### config.mk
export PLATFORM = sky130hd
export DESIGN_NAME = heat_point_loader_flat
export DESIGN_NICKNAME = d
export VERILOG_FILES = /design/src/rtl/heat_point_loader_if.sv /design/src/rtl/heat_point_loader.sv /design/src/flat_wrapper.sv
export SDC_FILE = /design/constraint.sdc
export NUM_CORES = 1
export LEC_CHECK = 0
export BUFFER_PORTS_ARGS = -buffer_cell sky130_fd_sc_hd__buf_2
export CORE_MARGIN = 2
export CORE_UTILIZATION = 32
export DETAILED_ROUTE_END_ITERATION = 8
export GPL_TIMING_DRIVEN = 0
export HOLD_SLACK_MARGIN = 0.12
export SYNTH_ARGS = -nofsm -noshare
export SYNTH_HDL_FRONTEND = slang
export SYNTH_SLANG_ARGS = --single-unit
### constraint.sdc
create_clock -name clock -period 6.9 [get_ports clock]
set_input_delay 1.38 -clock clock [delete_from_list [all_inputs] [get_ports clock]]
set_output_delay 1.38 -clock clock [all_outputs]
set_load 0.02 [all_outputs]
### src/rtl/heat_point_loader_if.sv
// Mailbox SRAM and VGA pixel SRAM bus bundle for the heat-map point loader.
// The loader drives the bus as master; the memories (or a bench) sit on the slave side.
interface heat_point_loader_if #(
  parameter int SRAM_AW = 8,
  parameter int VGA_AW  = 32
);
  logic [31:0]        sram_readdata;
  logic [SRAM_AW-1:0] sram_address;
  logic               sram_write;
  logic [31:0]        sram_writedata;
  logic [VGA_AW-1:0]  vga_sram_address;
  logic               vga_sram_write;
  logic [7:0]         vga_sram_writedata;

  modport master (
    input  sram_readdata,
    output sram_address, sram_write, sram_writedata,
    output vga_sram_address, vga_sram_write, vga_sram_writedata
  );

  modport slave (
    output sram_readdata,
    input  sram_address, sram_write, sram_writedata,
    input  vga_sram_address, vga_sram_write, vga_sram_writedata
  );
endinterface

### src/rtl/heat_point_loader.sv
// Heat-map point loader: polls the shared mailbox SRAM for a batch of packed
// (x, y, value) points, colour-maps each in-range point into the VGA pixel SRAM,
// then posts {dropped, written} status, clears the flag and re-arms.
// All bus outputs are decoded from the state register, so an asynchronous reset
// forces them to 0 immediately.
module heat_point_loader #(
  parameter int                 SRAM_AW    = 8,
  parameter int                 MAX_POINTS = 254,
  parameter int                 H_RES      = 640,
  parameter int                 V_RES      = 480,
  parameter int                 VGA_AW     = 32,
  parameter logic [VGA_AW-1:0]  VGA_BASE   = '0
) (
  input  logic                  clock,
  input  logic                  reset,
  input  logic                  enable,
  input  logic [1:0]            mode,
  heat_point_loader_if.master   bus,
  output logic                  busy,
  output logic                  done,
  output logic [15:0]           frame_count
);

  typedef enum logic [3:0] {
    IDLE, POLL_W, POLL_C, CHECK,
    CNT_A, CNT_W, CNT_C,
    PT_A, PT_W, PT_C, PT_WR,
    STAT, RELEASE
  } state_t;

  state_t             state, state_nxt;
  logic [8:0]         n_eff;
  logic [8:0]         idx;
  logic [15:0]        written;
  logic [15:0]        dropped;

  logic               flag_nz;
  logic [9:0]         pt_x;
  logic [9:0]         pt_y;
  logic [7:0]         pt_colour;

  logic [8:0]         n_clamp;
  logic               in_range;

  // Signed value -> pixel colour; u = v + 128 is just the MSB flipped.
  function automatic logic [7:0] colour_map(input logic [1:0] m, input logic signed [7:0] v);
    logic [7:0] u;
    u = {~v[7], v[6:0]};
    case (m)
      2'd1:    return {u[7:5], (u[7] ? ~u[6:4] : u[6:4]), ~u[7:6]};
      2'd2:    return u;
      default: return 8'hFF;
    endcase
  endfunction

  // Requested count clamped to the batch ceiling so the point loop always terminates.
  function automatic logic [8:0] clamp_count(input logic [8:0] n);
    return (n > 9'(MAX_POINTS)) ? 9'(MAX_POINTS) : n;
  endfunction

  assign n_clamp  = clamp_count(bus.sram_readdata[8:0]);
  assign in_range = (int'(pt_x) < H_RES) && (int'(pt_y) < V_RES);

  // FSM state and batch bookkeeping (control, asynchronously reset).
  always_ff @(posedge clock or posedge reset) begin
    if (reset) begin
      state       <= IDLE;
      n_eff       <= '0;
      idx         <= '0;
      written     <= '0;
      dropped     <= '0;
      frame_count <= '0;
    end else begin
      state <= state_nxt;
      case (state)
        CNT_C: begin
          n_eff   <= n_clamp;
          idx     <= '0;
          written <= '0;
          dropped <= '0;
        end
        PT_C:    idx <= idx + 9'd1;
        PT_WR: begin
          if (in_range) written <= written + 16'd1;
          else          dropped <= dropped + 16'd1;
        end
        RELEASE: frame_count <= frame_count + 16'd1;
        default: ;
      endcase
    end
  end

  // Mailbox data captures: flag word and the current point's fields and colour.
  always_ff @(posedge clock) begin
    if (state == POLL_C)
      flag_nz <= (bus.sram_readdata != 32'd0);
    if (state == PT_C) begin
      pt_x      <= bus.sram_readdata[29:20];
      pt_y      <= bus.sram_readdata[17:8];
      pt_colour <= colour_map(mode, bus.sram_readdata[7:0]);
    end
  end

  // Next-state and bus outputs decoded from the current state.
  always_comb begin
    state_nxt              = state;
    bus.sram_address       = '0;
    bus.sram_write         = 1'b0;
    bus.sram_writedata     = 32'd0;
    bus.vga_sram_address   = '0;
    bus.vga_sram_write     = 1'b0;
    bus.vga_sram_writedata = 8'd0;
    busy                   = (state != IDLE);
    done                   = 1'b0;

    case (state)
      IDLE:   if (enable) state_nxt = POLL_W;
      POLL_W: state_nxt = POLL_C;
      POLL_C: state_nxt = CHECK;
      CHECK:  state_nxt = flag_nz ? CNT_A : IDLE;
      CNT_A: begin
        bus.sram_address = SRAM_AW'(1);
        state_nxt        = CNT_W;
      end
      CNT_W: begin
        bus.sram_address = SRAM_AW'(1);
        state_nxt        = CNT_C;
      end
      CNT_C: begin
        bus.sram_address = SRAM_AW'(1);
        state_nxt        = (n_clamp == 9'd0) ? STAT : PT_A;
      end
      PT_A: begin
        bus.sram_address = SRAM_AW'(idx + 9'd2);
        state_nxt        = PT_W;
      end
      PT_W: begin
        bus.sram_address = SRAM_AW'(idx + 9'd2);
        state_nxt        = PT_C;
      end
      PT_C: begin
        bus.sram_address = SRAM_AW'(idx + 9'd2);
        state_nxt        = PT_WR;
      end
      PT_WR: begin
        if (in_range) begin
          bus.vga_sram_write     = 1'b1;
          bus.vga_sram_address   = VGA_BASE + VGA_AW'(pt_x) + VGA_AW'(pt_y) * VGA_AW'(H_RES);
          bus.vga_sram_writedata = pt_colour;
        end
        state_nxt = (idx == n_eff) ? STAT : PT_A;
      end
      STAT: begin
        bus.sram_address   = SRAM_AW'(1);
        bus.sram_write     = 1'b1;
        bus.sram_writedata = {dropped, written};
        state_nxt          = RELEASE;
      end
      RELEASE: begin
        bus.sram_address   = '0;
        bus.sram_write     = 1'b1;
        bus.sram_writedata = 32'd0;
        done               = 1'b1;
        state_nxt          = IDLE;
      end
      default: state_nxt = IDLE;
    endcase
  end

endmodule
### src/flat_wrapper.sv
// flat-port wrapper written by rule: the top's interface ports become plain ports
module heat_point_loader_flat 
#(
  parameter int                 SRAM_AW    = 8,
  parameter int                 MAX_POINTS = 254,
  parameter int                 H_RES      = 640,
  parameter int                 V_RES      = 480,
  parameter int                 VGA_AW     = 32,
  parameter logic [VGA_AW-1:0]  VGA_BASE   = '0
)
  (clock, reset, enable, mode, busy, done, frame_count, bus_sram_readdata, bus_sram_address, bus_sram_write, bus_sram_writedata, bus_vga_sram_address, bus_vga_sram_write, bus_vga_sram_writedata);
  heat_point_loader_if #(.SRAM_AW(SRAM_AW), .VGA_AW(VGA_AW)) bus_i ();
  input  logic clock;
  input  logic reset;
  input  logic enable;
  input  logic [1:0] mode;
  output logic busy;
  output logic done;
  output logic [15:0] frame_count;
  input wire logic [$bits(bus_i.sram_readdata)-1:0] bus_sram_readdata;
  output wire logic [$bits(bus_i.sram_address)-1:0] bus_sram_address;
  output wire logic [$bits(bus_i.sram_write)-1:0] bus_sram_write;
  output wire logic [$bits(bus_i.sram_writedata)-1:0] bus_sram_writedata;
  output wire logic [$bits(bus_i.vga_sram_address)-1:0] bus_vga_sram_address;
  output wire logic [$bits(bus_i.vga_sram_write)-1:0] bus_vga_sram_write;
  output wire logic [$bits(bus_i.vga_sram_writedata)-1:0] bus_vga_sram_writedata;
  assign bus_i.sram_readdata = bus_sram_readdata;
  assign bus_sram_address = bus_i.sram_address;
  assign bus_sram_write = bus_i.sram_write;
  assign bus_sram_writedata = bus_i.sram_writedata;
  assign bus_vga_sram_address = bus_i.vga_sram_address;
  assign bus_vga_sram_write = bus_i.vga_sram_write;
  assign bus_vga_sram_writedata = bus_i.vga_sram_writedata;
  heat_point_loader #(.SRAM_AW(SRAM_AW), .MAX_POINTS(MAX_POINTS), .H_RES(H_RES), .V_RES(V_RES), .VGA_AW(VGA_AW), .VGA_BASE(VGA_BASE)) u_core (.clock(clock), .reset(reset), .enable(enable), .mode(mode), .bus(bus_i), .busy(busy), .done(done), .frame_count(frame_count));
endmodule
==> key figures <==
Pwr
  – Combinational Power Share: 26.1%
  – Sw Share: 33.3%
  – Leak: 0.00344 uW
  – Pwr Density: 235 nW/um^2
  – Register share of total power: 43.4%
  – Clock share of power: 30.5%
  – Worst vdd ir: 0.000108 V
  – Psw: 556 uW
  – Int Power: 1110 uW

Cells and area
  – Highest-count cells in the layout ignoring fill and taps: 125 x buf_2, 70 x dfrtp_1, 59 x nand2_1, 52 x nor2_1, 50 x and2_1
  – Area of the multi-input gates: 3030 um^2
  – Ant diodes: 0
  – Area grow syn2layout: 21.7%
  – Fill cells: 1827
  – Most common cell after layout, fill and taps aside: buf_2
  – Post-Layout Cell Count: 985
  – Layout cell share with drive strength beyond 1: 21.8%
  – Fin nets: 818
  – Register Area: 2620 um^2

CTS
  – CTS Hold Bufs: 0
  – Post-CTS sizing: 0
  – Worst-path clk slew: 70 ps
  – H-tree level count: 3
  – # Post-CTS Setup Buffers: 0
  – Clk sinks: 99
  – CTS tree: yes
  – Max clock buf depth: 2
  – Num CTS Buffers: 9
  – Root Buffer: clkbuf_16
  – Insertion delay to the later sink of the worst-skew pair: 340 ps

GRT
  – Total Routing Usage GR: 14.4%
  – Largest net degree at the start of global routing: 41
  – Initial antenna violation count: 0
  – GRT overflow: 0
  – Vias in the first global route: 4517
  – Global-route wire length before repair: 23100 um

Die
  – Cell Rows: 49
  – Area of the die: 19400 um^2
  – Initial Utilization: 32.6%
  – Ports: 137
  – Die Width: 139 um
  – Core region area: 18000 um^2
  – DIE HEIGHT: 139 um

Routing
  – Starting DRT DRC Count: 163
  – DR vias: 4749
  – Number of vias per cell: 4.82
  – First-pass DRT Iterations: 4
  – Antenna viol nets, final: 0
  – DRC: 0
  – DR WL/cell: 13.9 um
  – Routed wire length: 13700 um

Synth
  – Syn Area/Cell: 9.68 um^2
  – Top_reg_cell synth: dfrtp_1
  – Cell variety after synth: 53
  – Post-synthesis cell area: 5850 um^2
  – Post-synth ARST share: 70.7%
  – Post-synth EDFFs: 29
  – Sequential area share after synthesis: 44.8%
  – Flop and latch count out of synthesis: 99
  – Syn Inst Count: 604
  – Yosys Warn Count: 0

Timing
  – Setup TNS: 0 ps
  – Fmax: 0.206 GHz
  – Skew final: 6.21 ps
  – Max-slew violations: 0
  – Fin crit period: 4860 ps
  – Final Hold Fails: 0
  – Tcrit/Tclk final: 70.4%
  – Rel. slew slack: 40.0%
  – # setup viols final: 0
  – RSZ-0062 raised after global routing: false
  – Worst-Margin Slew: 900 ps

Run status
  – Status: completed

Setup path
  – RR Endpoint: u_core.idx[7]
  – Crit Path Category: reg2out
  – R2r worst-path depth: 7
  – Arr. time, crit path: 3480 ps
  – Start point of the critical path: u_core.pt_y[1]
  – CP required: 5520 ps
  – CP Capture Type: primary output
  – Critical path fanouts, max: 3
  – Reg-to-reg slack, setup: 4430 ps
  – Worst r2r src: u_core.state[2]
  – CP Launch Type: flip-flop

Place
  – Placer Congestion: 0.791
  – Final HPWL DP: 10400 um
  – Post-placement cell count: 969
  – Port Buffers: 124

Min path
  – Hold Crit Start: u_core.frame_count[15]
  – Worst Hold End: u_core.frame_count[15]
  – Hold Path Class: reg2reg
  – WHS Path Cells: 1

Run
  – Max-cap viol count: 0
## synth_stat cells, types with 2 or more instances
cell / count / area (um^2)
nor4b_1: 2 / 17.5
xor2_1: 39 / 342
or3_1: 6 / 37.5
mux2i_1: 4 / 40.0
nand2_1: 59 / 221
or2_2: 3 / 18.8
o21ai_0: 21 / 105
a21o_1: 5 / 37.5
or4_1: 3 / 22.5
nor3_1: 10 / 50.1
nand4_1: 17 / 106
a221o_1: 5 / 50.1
ha_1: 28 / 350
xnor2_1: 31 / 272
dfrtp_1: 70 / 1750
o22ai_1: 2 / 12.5
and4_1: 2 / 17.5
nand2b_1: 4 / 25.0
nor2_1: 52 / 195
clkbuf_1: 22 / 82.6
nor4_1: 13 / 81.3
mux2_2: 2 / 22.5
a21oi_1: 16 / 80.1
and3_1: 16 / 100
fa_1: 2 / 40.0
o211ai_1: 5 / 37.5
nor2b_1: 6 / 37.5
o21a_1: 3 / 22.5
nor3b_1: 2 / 15.0
edfxtp_1: 29 / 871
o31ai_1: 6 / 45.0
nand3_1: 23 / 115
and2_1: 50 / 313
inv_1: 16 / 60.1
buf_4: 12 / 90.1
## layer usage
metal	vias up	wire length, um	GRT usage [%]
met5	-	0	0
met4	0	99	3.24
met3	5	515	2.35
met2	94	6450	23.7
met1	2270	6660	20.1
li1	2380	-	-
## critical path, stage by stage, from the launching register on
cell,delay (ps)
edfxtp_1,430
ha_1,310
ha_1,180
inv_1,60
fa_1,400
nand2b_1,200
a21oi_1,260
xor2_1,270
nand3_1,160
or4_1,530
a21oi_1,170
buf_2,190
## worst max-delay path by stage
stage / end / cells past startpoint
floorplan: bus_vga_sram_address[19] / 10
global placement: bus_vga_sram_address[17] / 11
detailed placement: bus_vga_sram_address[17] / 11
CTS: bus_vga_sram_address[17] / 11
global route: bus_vga_sram_address[19] / 11
finish: bus_vga_sram_address[17] / 11
## registers in the layout, indices dropped and copies added, names as in the netlist
register	cells
u_core.idx	9
u_core.flag_nz	1
u_core.pt_x	10
u_core.pt_colour	8
u_core.state	4
u_core.written	16
u_core.n_eff	9
u_core.dropped	16
u_core.pt_y	10
u_core.frame_count	16
## power groups by stage
stage / clock (uW) / sequential (uW) / combinational [uW]
after detailed placement: 0 / 737 / 439
after floorplan: 0 / 728 / 318
final: 510 / 725 / 436
after CTS: 530 / 725 / 441
after global placement: 0 / 738 / 434
after global routing: 552 / 735 / 498
## through the flow
step	hold slack, ps	setup WS [ps]	power, uW	cell area (um^2)	utilization (%)
after floorplan	459	2420	1050	5890	-
after detailed placement	469	2380	1180	6820	38.0
after global placement	458	2450	1170	6800	37.8
after CTS	479	2010	1700	7120	39.6
after global routing	511	1750	1790	7120	39.6
final	474	2040	1670	7120	39.6
## cells by family after synthesis
logic type | count (synthesis) | synth area share [%]
buffers and inverters | 52 | 4.13
adder cells (fa/ha/maj) | 30 | 6.67
AND/OR/NAND/NOR | 273 | 24.4
XOR/XNOR | 70 | 10.5
AO/OA/AOI/OAI | 73 | 8.39
multiplexers | 6 | 1.07
other | 1 | 0.0641
flip-flops | 99 | 44.8
## final cells by class
| cell class | count | area share (%) |
|---|---|---|
| inverters | 16 | 0.879 |
| well taps | 229 | 4.02 |
| clock inverters | 7 | 1.04 |
| multi-input cells | 464 | 42.5 |
| plain buffers | 36 | 2.57 |
| repair buffers | 125 | 9.00 |
| flip-flops and latches | 99 | 36.8 |
| clock buffers | 9 | 3.16 |
Power figures use the tool's default switching activity.
